[src/rtl/mpx_divider.sv]
// mpx_divider: iterative 32-bit restoring divider for MIPS DIV/DIVU (quotient to LO, remainder to HI)
// Define MPX_DIV_EARLY_OUT_EN to skip iteration when divisor is zero or |dividend| < |divisor|.
module mpx_divider (
   input  logic        clk_i,
   input  logic        rst_ni,
   input  logic        valid_i,
   input  logic        signed_i,
   input  logic [31:0] dividend_i,
   input  logic [31:0] divisor_i,
   input  logic        abort_i,
   output logic        busy_o,
   output logic        valid_o,
   output logic [31:0] quotient_o,
   output logic [31:0] remainder_o
);
   typedef enum logic [1:0] {IDLE, CALC, FIXUP} state_t;
   state_t      state_q, state_d;
   logic [4:0]  cnt_q;
   logic [31:0] quo_q, rem_q, dvs_q, dvd_abs, dvs_abs;
   logic        q_neg_q, r_neg_q, start, early;
   logic [32:0] shifted;
   logic [33:0] diff;
   assign start   = state_q == IDLE && valid_i && !abort_i;
   assign dvd_abs = (signed_i && dividend_i[31]) ? -dividend_i : dividend_i;
   assign dvs_abs = (signed_i && divisor_i[31]) ? -divisor_i : divisor_i;
`ifdef MPX_DIV_EARLY_OUT_EN
   assign early = divisor_i == '0 || dvd_abs < dvs_abs;
`else
   assign early = 1'b0;
`endif
   // quo_q starts as the dividend and fills with quotient bits as dividend bits shift out the top
   assign shifted = {rem_q, quo_q[31]};
   assign diff    = {1'b0, shifted} - {2'b00, dvs_q};
   assign busy_o  = state_q != IDLE;
   always_ff @(posedge clk_i) state_q <= !rst_ni ? IDLE : state_d;
   always_comb begin
      state_d = state_q;
      unique case (state_q)
         IDLE:    state_d = start ? (early ? FIXUP : CALC) : IDLE;
         CALC:    state_d = cnt_q == 5'd31 ? FIXUP : CALC;
         FIXUP:   state_d = IDLE;
         default: state_d = IDLE;
      endcase
      if (abort_i) state_d = IDLE;
   end
   always_ff @(posedge clk_i) begin
      if (!rst_ni) begin
         cnt_q       <= '0;
         quo_q       <= '0;
         rem_q       <= '0;
         dvs_q       <= '0;
         q_neg_q     <= 1'b0;
         r_neg_q     <= 1'b0;
         valid_o     <= 1'b0;
         quotient_o  <= '0;
         remainder_o <= '0;
      end else begin
         valid_o <= 1'b0;
         if (start) begin
            cnt_q   <= '0;
            quo_q   <= early ? {32{divisor_i == '0}} : dvd_abs;
            rem_q   <= early ? dvd_abs : '0;
            dvs_q   <= dvs_abs;
            q_neg_q <= signed_i & (dividend_i[31] ^ divisor_i[31]);
            r_neg_q <= signed_i & dividend_i[31];
         end else if (state_q == CALC && !abort_i) begin
            cnt_q <= cnt_q + 5'd1;
            rem_q <= diff[33] ? shifted[31:0] : diff[31:0];
            quo_q <= {quo_q[30:0], ~diff[33]};
         end else if (state_q == FIXUP && !abort_i) begin
            valid_o     <= 1'b1;
            quotient_o  <= q_neg_q ? -quo_q : quo_q;
            remainder_o <= r_neg_q ? -rem_q : rem_q;
         end
      end
   end
endmodule

[config.mk]
export PLATFORM = sky130hd
export DESIGN_NAME = mpx_divider
export DESIGN_NICKNAME = d
export VERILOG_FILES = /design/src/rtl/mpx_divider.sv
export SDC_FILE = /design/constraint.sdc
export NUM_CORES = 1
export LEC_CHECK = 0
export CAP_MARGIN = 5
export CORE_MARGIN = 5
export CORE_UTILIZATION = 55
export CTS_CLUSTER_DIAMETER = 200
export DETAILED_ROUTE_END_ITERATION = 12
export GPL_TIMING_DRIVEN = 0
export PLACE_DENSITY_LB_ADDON = 0.2
export SYNTH_ARGS = -nofsm -noshare
export SYNTH_HDL_FRONTEND = slang
export SYNTH_SLANG_ARGS = --single-unit
export TNS_END_PERCENT = 1
[constraint.sdc]
create_clock -name clk_i -period 5 [get_ports clk_i]
set_clock_uncertainty 0.15 [all_clocks]
set_input_delay 0.5 -clock clk_i [delete_from_list [all_inputs] [get_ports clk_i]]
set_output_delay 0.5 -clock clk_i [all_outputs]
set_load 0.05 [all_outputs]
== Yosys cells after proc, flatten, opt, wreduce, memory -nomap -nowiden ==
Index checks and enable logic that the tools add are counted.

* $add $sub $neg: 6
* Equal/unequal tests: 3
* Muxes and demuxes: 11
* Bitwise operators: 7
* Reduce and logical (&&, ||, !) cells: 14

{| class="wikitable"
|+ Operators with widths
! kind !! count
|-
| $mux 32 || 7
|-
| $neg 32->32 || 4
|-
| $sub 33x32->34 || 1
|-
| $logic_and 1x1->1 || 6
|-
| $add 5x1->5 const B || 1
|-
| $eq 5x5->1 const B || 1
|-
| $not 1->1 || 4
|-
| $pmux 2 s2 || 1
|-
| $reduce_bool 2->1 || 2
|-
| $reduce_or 2->1 || 2
|-
| $reduce_and 3->1 || 1
|-
| $reduce_or 3->1 || 1
|-
| $and 1x1->1 || 2
|-
| $eq 2x1->1 const B || 1
|-
| $eq 2x2->1 const B || 1
|-
| $logic_not 2->1 || 1
|-
| $mux 1 || 2
|-
| $mux 2 || 1
|-
| $logic_not 1->1 || 1
|-
| $xor 1x1->1 || 1
|}

* Bits in registers: 170
* Output and inout bits: 66

== Longest topological paths before layout ==
Gate-level depths: netlist (run 1).

* Depth in word-level cells: 5
* Depth in mapped cells: 13
* Gate-level depth less buffers: 13

== Least setup slack after synthesis (run 1) ==
OpenSTA, ideal clock, no wires.

* Path type: input to register
* Start point: input port divisor_i[8]
* End point: register dvs_q[29]
* Arrival time: 2579 ps
* Data required time: 4724 ps
* Path slack: 2145 ps
* Stages on the path: 8
* Buffers on the path: 0
* Cell sequence: or4_4 or3_4 or4_4 nor4_4 and2_2 a21oi_1 xnor2_1 o22ai_1

* Cells in the longest elaborated chain, start to end: 2

{| class="wikitable"
|+ RTL lines
! item !! line !! RTL
|-
| from (decl) || 9 || <nowiki>input logic [31:0] divisor_i,</nowiki>
|-
| $neg 32->32 || 25 || <nowiki>assign dvs_abs = (signed_i && divisor_i[31]) ? -divisor_i : divisor_i;</nowiki>
|-
| $mux 32 || 25 ||
|-
| to (signal assigned) || 63 || <nowiki>dvs_q <= dvs_abs;</nowiki>
|-
| to (decl) || 19 || <nowiki>logic [31:0] quo_q, rem_q, dvs_q, dvd_abs, dvs_abs;</nowiki>
|}

No other way between the ends.
A chain may end at the register's enable or synchronous reset.

== Final worst setup path (run 1) ==
* Start point: register rem_q[13]
* End point: register rem_q[19]

* Cells in the longest elaborated chain, start to end: 2

{| class="wikitable"
|+ RTL lines
! item !! line !! RTL
|-
| from (decl) || 19 ||
|-
| from (signal assigned) || 62 || <nowiki>rem_q <= early ? dvd_abs : '0;</nowiki>
|-
| from (signal assigned) || 68 || <nowiki>rem_q <= diff[33] ? shifted[31:0] : diff[31:0];</nowiki>
|-
| $sub 33x32->34 || 33 || <nowiki>assign diff = {1'b0, shifted} - {2'b00, dvs_q};</nowiki>
|-
| $mux 32 || 68 ||
|}

No other way between the ends.

==> impl_metrics.ini, run 1 <==
[floorplanning]
core_mm2 = 0.01927
die_w_um = 149.2
die_area_mm2 = 0.02226
start_util = 0.5531
die_h_um = 149.2
rows = 51
ioPinCount = 135

[clock_network]
numClockSinks = 170
cts_tree = yes
numCtsBuffers = 17
ctsHoldBuffers = 0
insertion_delay_ns = 0.45
clkTransAtPathRegs_ns = 0.07
cts-root-buf = clkbuf_16
clockBufferDepth = 2
htreeDepth = 4
cts_setup_buffers = 0
cts-resized-gates = 0

[place]
place_congestion = 0.9644
dp_cells = 1774
dpl.hpwl_mm = 25.52
dp_slack_ns = 1.394
dpl_cell_area_mm2 = 0.01230
numPortBuffers = 131

[yosys]
synth_mux_area_frac = 0.01315
synth_top_family_by_area = compound AO/OA/AOI/OAI gates
syn-num-nets = 1486
synth_xor_xnor_area_share = 0.1142
synth_compound_area_frac = 0.2597
synthesis.area_mm2 = 0.01066
seq_area_frac_synth = 0.3193
yosys_warnings = 0
synth_top_area_share = 0.3193
synthCells = 1378
synth-async-reset-ratio = 0
synth-seq-cells = 170
syn_avg_cell_area_um2 = 7.735
synth_area_leaders = dfxtp_1, xor2_1, nor2_1
ys_types = 70
yosysTopAreaCell = dfxtp_1
synthAdderAreaFrac = 0.04648
synth_edf_count = 0
synth_simple_gate_area_share = 0.1934
synth-main-ff-cell = dfxtp_1

[worst_hold_path]
hold_path_depth = 2
hold_path_class = in -> reg
hp-start = abort_i
whs_endpoint = state_q[0]

[layout]
postLayoutCellArea_mm2 = 0.01293
final_nets = 1636
final_common_cell = dfxtp_1
num_antenna_cells = 0
layout_common_cells = dfxtp_1, nor2_1, nand2_1
final_cells = 1806
layout-drive-gt1-share = 0.03699
fillCellCount = 1704
synthToLayoutAreaGrowth_pct = 21.27

[detailed_routing]
wl_mm = 32.56
vias = 10710
drcViolationCount = 0
routedWlPerCell_um = 18.03
ant_nets = 0
drt_iter0_markers = 1055
viasPerCell = 5.930
drt_pre_antenna_iters = 5

[timing]
fin_crit_ns = 3.695
rsz0062_at_grt = false
fmax_ghz = 0.2706
slew_headroom = 0.2331
tightest_slew_ns = 1.148
maxSlewViolCount = 0
fin_setup_tns_ns = 0
timing.final.hold_violations = 0
fin_ws_ns = 1.305
fin_crit_sh = 0.7391
whs_ns = 0.2627
setup_viol = 0

[outcome]
outcome = finished clean

[power_and_ir_drop]
p_leak_nw = 4.786
vdd_drop_max_mv = 0.2313
powerDensity_mw_per_mm2 = 284.7

[grt]
grt_pass1_wl_mm = 50.87
grt_busiest_layer = met2
track_usage = 0.2853
grt_max_degree = 19
grt-ovfl-total = 0
antenna_found_initial = 0
grt_pass1_vias = 9593
met2_usage = 0.4282
grt.met1_usage = 0.4174
grt_use_met3 = 0.06290

[setup_path]
path_max_fanout = 10
crit_type = reg -> reg
critical_path_arrival_ns = 3.85
crit_required_ns = 5.16
rrSetupSlack_ns = 1.30
rr_startpoint = rem_q[13]
crit_path_end_kind = register
r2r-end = rem_q[19]
rr_worst_depth = 11
start_kind = register

[flow_run]
cap_violations = 0
==> power by group <==
part	switching (mW)	internal [mW]	leakage (nW)
Combinational	0.500	0.317	3.10
Clock	0.633	0.767	0.307
Sequential	0.0646	1.40	1.38
Total	1.20	2.48	4.79
==> cell type report <==
| type | count | area [µm²] | share of cell area |
|---|---|---|---|
| Clock buffer | 17 | 425.4 | 0.03291 |
| Multi-Input combinational cell | 1056 | 6683 | 0.5170 |
| Sequential cell | 170 | 3403 | 0.2633 |
| Timing Repair Buffer | 131 | 1311 | 0.1014 |
| Clock inverter | 15 | 198.9 | 0.01539 |
| Buffer | 88 | 332.8 | 0.02575 |
| Inverter | 64 | 240.2 | 0.01858 |
| Tap cell | 265 | 331.6 | 0.02565 |
==> routing by layer <==
layer  share of wire  vias up  routed length [µm]
li1                -     5253                   -
met1            0.46     4916               14820
met2            0.43      490               13930
met3           0.099       50                3227
met4           0.018        0                 574
met5               0        -                   0
==> synthesized netlist by cell type, types with 7 or more instances <==
cell,n
o22ai_1,10
nor3_1,25
dfxtp_1,170
o41ai_1,19
o21a_1,7
a311oi_1,17
a211oi_1,75
o31ai_1,26
o211ai_1,12
clkbuf_1,83
xnor2_1,51
o21ai_0,92
or4_1,11
or3_1,9
nor4_1,9
nand3_1,24
nor2_1,157
inv_1,64
xor2_1,88
and3_1,9
mux2i_1,14
ha_1,38
a31oi_1,12
nand2_1,154
a21o_1,10
a21oi_1,95
==> kinds of logic after synthesis <==
kind of cell | after synthesis
mux | 14
simple gates | 443
flops | 170
buf+inv | 152
compound gates | 421
fa+ha+maj | 39
xor+xnor | 139
==> registers in the layout (all words and copies together) (netlist names) <==
name / flops
r_neg_q: 1
remainder_o: 32
q_neg_q: 1
state_q: 2
quo_q: 32
cnt_q: 5
valid_o: 1
quotient_o: 32
dvs_q: 32
rem_q: 32
==> critical path, cell delays in order, from the launching register on <==
cell and delay, ns:
dfxtp_1 0.39, ha_1 0.31, clkbuf_1 0.28, nand2_1 0.18
nor3_1 0.30, nand4_1 0.16, a211oi_1 0.32, nor2_1 0.10
o211ai_1 0.37, clkbuf_1 0.54, mux2i_1 0.36, a21oi_1 0.10
==> how the worst max path moves through the flow <==
stage | start | end | slack (ns) | depth (start not counted)
floorplan | divisor_i[8] | dvs_q[29] | 2.14 | 8
global placement | rem_q[13] | rem_q[19] | 1.42 | 11
detailed placement | divisor_i[6] | dvs_q[29] | 1.39 | 9
CTS | rem_q[13] | rem_q[19] | 1.42 | 11
global route | rem_q[13] | rem_q[19] | 1.04 | 11
finish | rem_q[13] | rem_q[19] | 1.30 | 11
==> stage by stage <==
stage,util,power [mW]
6_report,0.6708,3.679
2_1_floorplan,-,2.024
3_3_place_gp,0.6384,2.273
5_1_grt,0.6708,3.832
4_1_cts,0.6708,3.659
3_5_place_dp,0.6384,2.286
No activity file was read; power rests on OpenSTA's default activity.
==> run 2, diff against run 1 <==
==> constraint.sdc (replaced) <==
create_clock -name clk_i -period 3.75 [get_ports clk_i]
set_clock_uncertainty 0.15 [all_clocks]
set_input_delay 0.375 -clock clk_i [delete_from_list [all_inputs] [get_ports clk_i]]
set_output_delay 0.375 -clock clk_i [all_outputs]
set_load 0.05 [all_outputs]
==> run 2 against run 1 <==
Compared with the run above:
- non-clock buffer count did not move
- largest cell class unchanged
- count of clock-buffer cells in the layout unchanged
- sequential power increased by 34%
- register-to-register slack got worse by 1.1 ns
- sequential share of layout area barely moved
- critical path depth unchanged
- core utilization hardly changed
- hold slack got worse by 0.12 ns
==> impl_metrics.ini, run 2 (synthesized netlist as in run 1, its figures left out) <==
[detailed_routing]
drt_pre_antenna_iters = 5
vias = 10740
drt_iter0_markers = 1080
viasPerCell = 5.945
drcViolationCount = 0
wl_mm = 32.60
ant_nets = 0
routedWlPerCell_um = 18.05

[setup_path]
critical_path_arrival_ns = 3.67
r2r-end = rem_q[19]
crit_type = reg -> reg
startpoint = rem_q[13]
crit_path_end_kind = register
rr_startpoint = rem_q[13]
rr_worst_depth = 11
path_max_fanout = 10
start_kind = register
crit_required_ns = 3.91
rrSetupSlack_ns = 0.24

[layout]
fin_util = 0.6709
num_antenna_cells = 0
layout-drive-gt1-share = 0.03829
final_nets = 1636
postLayoutCellArea_mm2 = 0.01293
final_cells = 1806
synthToLayoutAreaGrowth_pct = 21.29
final_common_cell = dfxtp_1
layout_common_cells = dfxtp_1, nor2_1, nand2_1

[outcome]
outcome = finished clean

[place]
dp_cells = 1774
dp_slack_ns = 0.2217
numPortBuffers = 131
place_congestion = 0.9644
dpl.hpwl_mm = 25.52
dpl_cell_area_mm2 = 0.01230

[floorplanning]
die_area_mm2 = 0.02226
start_util = 0.5531
die_w_um = 149.2
die_h_um = 149.2
rows = 51
core_mm2 = 0.01927
ioPinCount = 135

[grt]
grt_pass1_vias = 9593
grt-ovfl-total = 0
grt_max_degree = 19
track_usage = 0.2853
grt_pass1_wl_mm = 50.87
antenna_found_initial = 0

[power_and_ir_drop]
vdd_drop_max_mv = 0.3031
p_leak_nw = 4.792
powerDensity_mw_per_mm2 = 379.4
p_total_mw = 4.905

[timing]
tightest_slew_ns = 1.150
fin_crit_ns = 3.511
fin_setup_tns_ns = 0
timing.final.hold_violations = 0
fin_ws_ns = 0.2392
whs_ns = 0.1430
rsz0062_at_grt = false
slew_headroom = 0.2314
maxSlewViolCount = 0
fmax_ghz = 0.2848
fin_crit_sh = 0.9362
setup_viol = 0

[worst_hold_path]
whs_endpoint = state_q[0]
hold_path_depth = 2
hold_path_class = in -> reg
hp-start = abort_i

[clock_network]
cts_tree = yes
clkTransAtPathRegs_ns = 0.07
clockBufferDepth = 2
cts_setup_buffers = 0
numCtsBuffers = 17
insertion_delay_ns = 0.45
htreeDepth = 4
numClockSinks = 170
cts-root-buf = clkbuf_16

[flow_run]
cap_violations = 0
==> run 2: changes by cell type in the layout (fill, tap and decap cells not counted) <==
| cell | change |
|---|---|
| clkbuf_1 | -2 |
| clkbuf_2 | +2 |
| a21boi_0 | -1 |
| a21boi_1 | +1 |
==> run 2: area by class of cell <==
cell class	instances	area (µm²)
inverter	64	240.2
buffer	88	335.3
sequential	170	3403
clock buffer	17	425.4
multi-input combinational	1056	6683
timing repair buffer	131	1311
fill	1702	6342
tap	265	331.6
clock inverter	15	198.9
==> run 2: power by group <==
part / total, mW / switching (mW) / internal, mW
sequential: 1.95 / 0.0863 / 1.86
clock: 1.87 / 0.842 / 1.02
combinational: 1.09 / 0.667 / 0.424
==> run 2: what timing repair did <==
item	CTS	global route
setup endpoints to repair	0	16
hold buffers	0	0
resized for setup	0	5
==> run 2: worst max path at each step <==
stage	slack, ns	cells past startpoint	to
global placement	0.17	11	rem_q[19]
floorplan	0.90	11	rem_q[20]
detailed placement	0.22	11	rem_q[19]
global route	0.001	11	rem_q[19]
finish	0.24	11	rem_q[19]
CTS	0.17	11	rem_q[19]
==> run 2: metal layers <==
layer  GRT usage  vias to the layer above  share of wire
met2      0.4282                      504           0.43
met4     0.06911                        0          0.018
met1      0.4174                     4932           0.45
met5           0                        -              0
li1            -                     5249              -
met3     0.06290                       51           0.10
==> run 2: critical path: stages (launching register included) <==
cell and delay [ns]:
dfxtp_1 0.39, ha_1 0.31, clkbuf_1 0.28, nand2_1 0.19
nor3_1 0.30, nand4_1 0.16, a211oi_1 0.32, nor2_1 0.10
o211ai_1 0.37, clkbuf_2 0.37, mux2i_1 0.33, a21oi_1 0.10
==> run 3, diff against run 2 <==
--- a/config.mk
+++ b/config.mk
@@ -11,6 +11,7 @@
 export CTS_CLUSTER_DIAMETER = 200
 export DETAILED_ROUTE_END_ITERATION = 12
 export GPL_TIMING_DRIVEN = 0
+export HOLD_SLACK_MARGIN = 0.08
 export PLACE_DENSITY_LB_ADDON = 0.2
 export SYNTH_ARGS = -nofsm -noshare
 export SYNTH_HDL_FRONTEND = slang
==> constraint.sdc (replaced) <==
create_clock -name clk_i -period 3.4 [get_ports clk_i]
set_clock_uncertainty 0.15 [all_clocks]
set_input_delay 0.34 -clock clk_i [delete_from_list [all_inputs] [get_ports clk_i]]
set_output_delay 0.34 -clock clk_i [all_outputs]
set_load 0.05 [all_outputs]
==> run 3 against run 2 <==
Compared with the run above:
- critical path depth rose by 1
- fmax is 7.7% higher
- setup slack worse by 0.098 ns
- wire length rose by 0.15%
- clock power grew 10%
- flip-flop and latch count did not move
- via count shrank 0.24%
- critical path type unchanged
- largest power group unchanged
==> impl_metrics.ini, run 3 (synthesized netlist as in run 1, its figures left out) <==
[timing]
tightest_slew_ns = 1.171
slew_headroom = 0.2174
whs_ns = 0.1153
setup_viol = 0
fin_crit_ns = 3.259
maxSlewViolCount = 0
fin_ws_ns = 0.1407
fin_crit_sh = 0.9586
fmax_ghz = 0.3068
timing.final.hold_violations = 0

[clock_network]
insertion_delay_ns = 0.45
cts_tree = yes
cts-root-buf = clkbuf_16
ctsHoldBuffers = 0
clockBufferDepth = 2
numCtsBuffers = 17
htreeDepth = 4
numClockSinks = 170
clkTransAtPathRegs_ns = 0.08

[grt]
antenna_found_initial = 0
grt_pass1_wl_mm = 50.87
track_usage = 0.2853
grt_max_degree = 19
grt_pass1_vias = 9593
grt-ovfl-total = 0

[power_and_ir_drop]
vdd_drop_max_mv = 0.3304
p_leak_nw = 4.829
powerDensity_mw_per_mm2 = 418.8
p_total_mw = 5.446

[layout]
layout-drive-gt1-share = 0.04997
postLayoutCellArea_mm2 = 0.01300
final_cells = 1806
num_antenna_cells = 0
final_nets = 1636
synthToLayoutAreaGrowth_pct = 21.99
final_common_cell = dfxtp_1
layout_common_cells = dfxtp_1, nor2_1, nand2_1
fillCellCount = 1693

[outcome]
outcome = finished clean

[place]
numPortBuffers = 131
dp_slack_ns = -0.1283
dpl_cell_area_mm2 = 0.01230
dp_cells = 1774
dpl.hpwl_mm = 25.52
place_congestion = 0.9644

[setup_path]
crit_required_ns = 3.57
crit_type = reg -> reg
crit_path_end_kind = register
path_max_fanout = 10
start_kind = register
critical_path_arrival_ns = 3.43

[floorplanning]
start_util = 0.5531
rows = 51
die_area_mm2 = 0.02226
ioPinCount = 135
core_mm2 = 0.01927
die_h_um = 149.2
die_w_um = 149.2

[detailed_routing]
wl_mm = 32.65
viasPerCell = 5.930
routedWlPerCell_um = 18.08
ant_nets = 0
drcViolationCount = 0
vias = 10710
drt_pre_antenna_iters = 8
drt_iter0_markers = 1027

[worst_hold_path]
hold_path_class = in -> reg

[flow_run]
cap_violations = 0
run 3: cell count changes in the layout (fill, tap and decap cells not counted), sizes merged:
cell	before	now
clkbuf	100	96
buf	5	9
run 3: per-layer routing:
layer	global-route usage	wire length, µm
met3	0.06290	3101
met1	0.4174	14940
met4	0.06911	576
met2	0.4282	14040
met5	0	0
run 3: repair_timing:
action | 4_1_cts | 5_1_grt
pin swaps | 0 | 2
gates resized for setup | 4 | 22
setup buffers | 0 | 3
setup endpoints to repair | 19 | 33
run 3: worst max-delay path, stage by stage, from the launching register on:
cell and delay [ns]:
dfxtp_1 0.48, ha_1 0.28, clkbuf_1 0.19, a21oi_1 0.32, o21bai_1 0.12, a221oi_2 0.35, nor3_2 0.10, nor2_1 0.16
o211a_2 0.30, buf_2 0.31, nor2_1 0.08, a221oi_1 0.23, nor2_1 0.06
run 3: area by class of cell:
class	count	area [µm²]	area share
Clock buffer	17	425.4	0.03272
Timing Repair Buffer	134	1334	0.1026
Buffer	85	331.6	0.02550
Clock inverter	15	198.9	0.01530
Sequential cell	170	3405	0.2618
Tap cell	265	331.6	0.02550
Multi-Input combinational cell	1056	6736	0.5181
Inverter	64	240.2	0.01848
run 3: worst paths after layout:
path	start	cells after the start	slack, ns	to
worst max-delay path	rem_q[9]	12	0.14	quo_q[0]
worst min-delay path	abort_i	2	0.12	state_q[0]
worst max register to register	rem_q[9]	12	0.14	quo_q[0]
worst min register to register	cnt_q[4]	2	0.32	cnt_q[4]
run 3: where the power goes:
part	internal, mW	switching, mW	total, mW
registers	2.05	0.0944	2.15
logic	0.488	0.749	1.24
clock network	1.13	0.933	2.06
total	3.67	1.78	5.45
run 3: metrics by stage:
step / util / TNS (ns)
floorplan: - / 0
global placement: 0.6384 / -1.563
CTS: 0.6710 / 0
detailed placement: 0.6384 / -1.040
finish: 0.6747 / 0
global route: 0.6747 / -0.01517
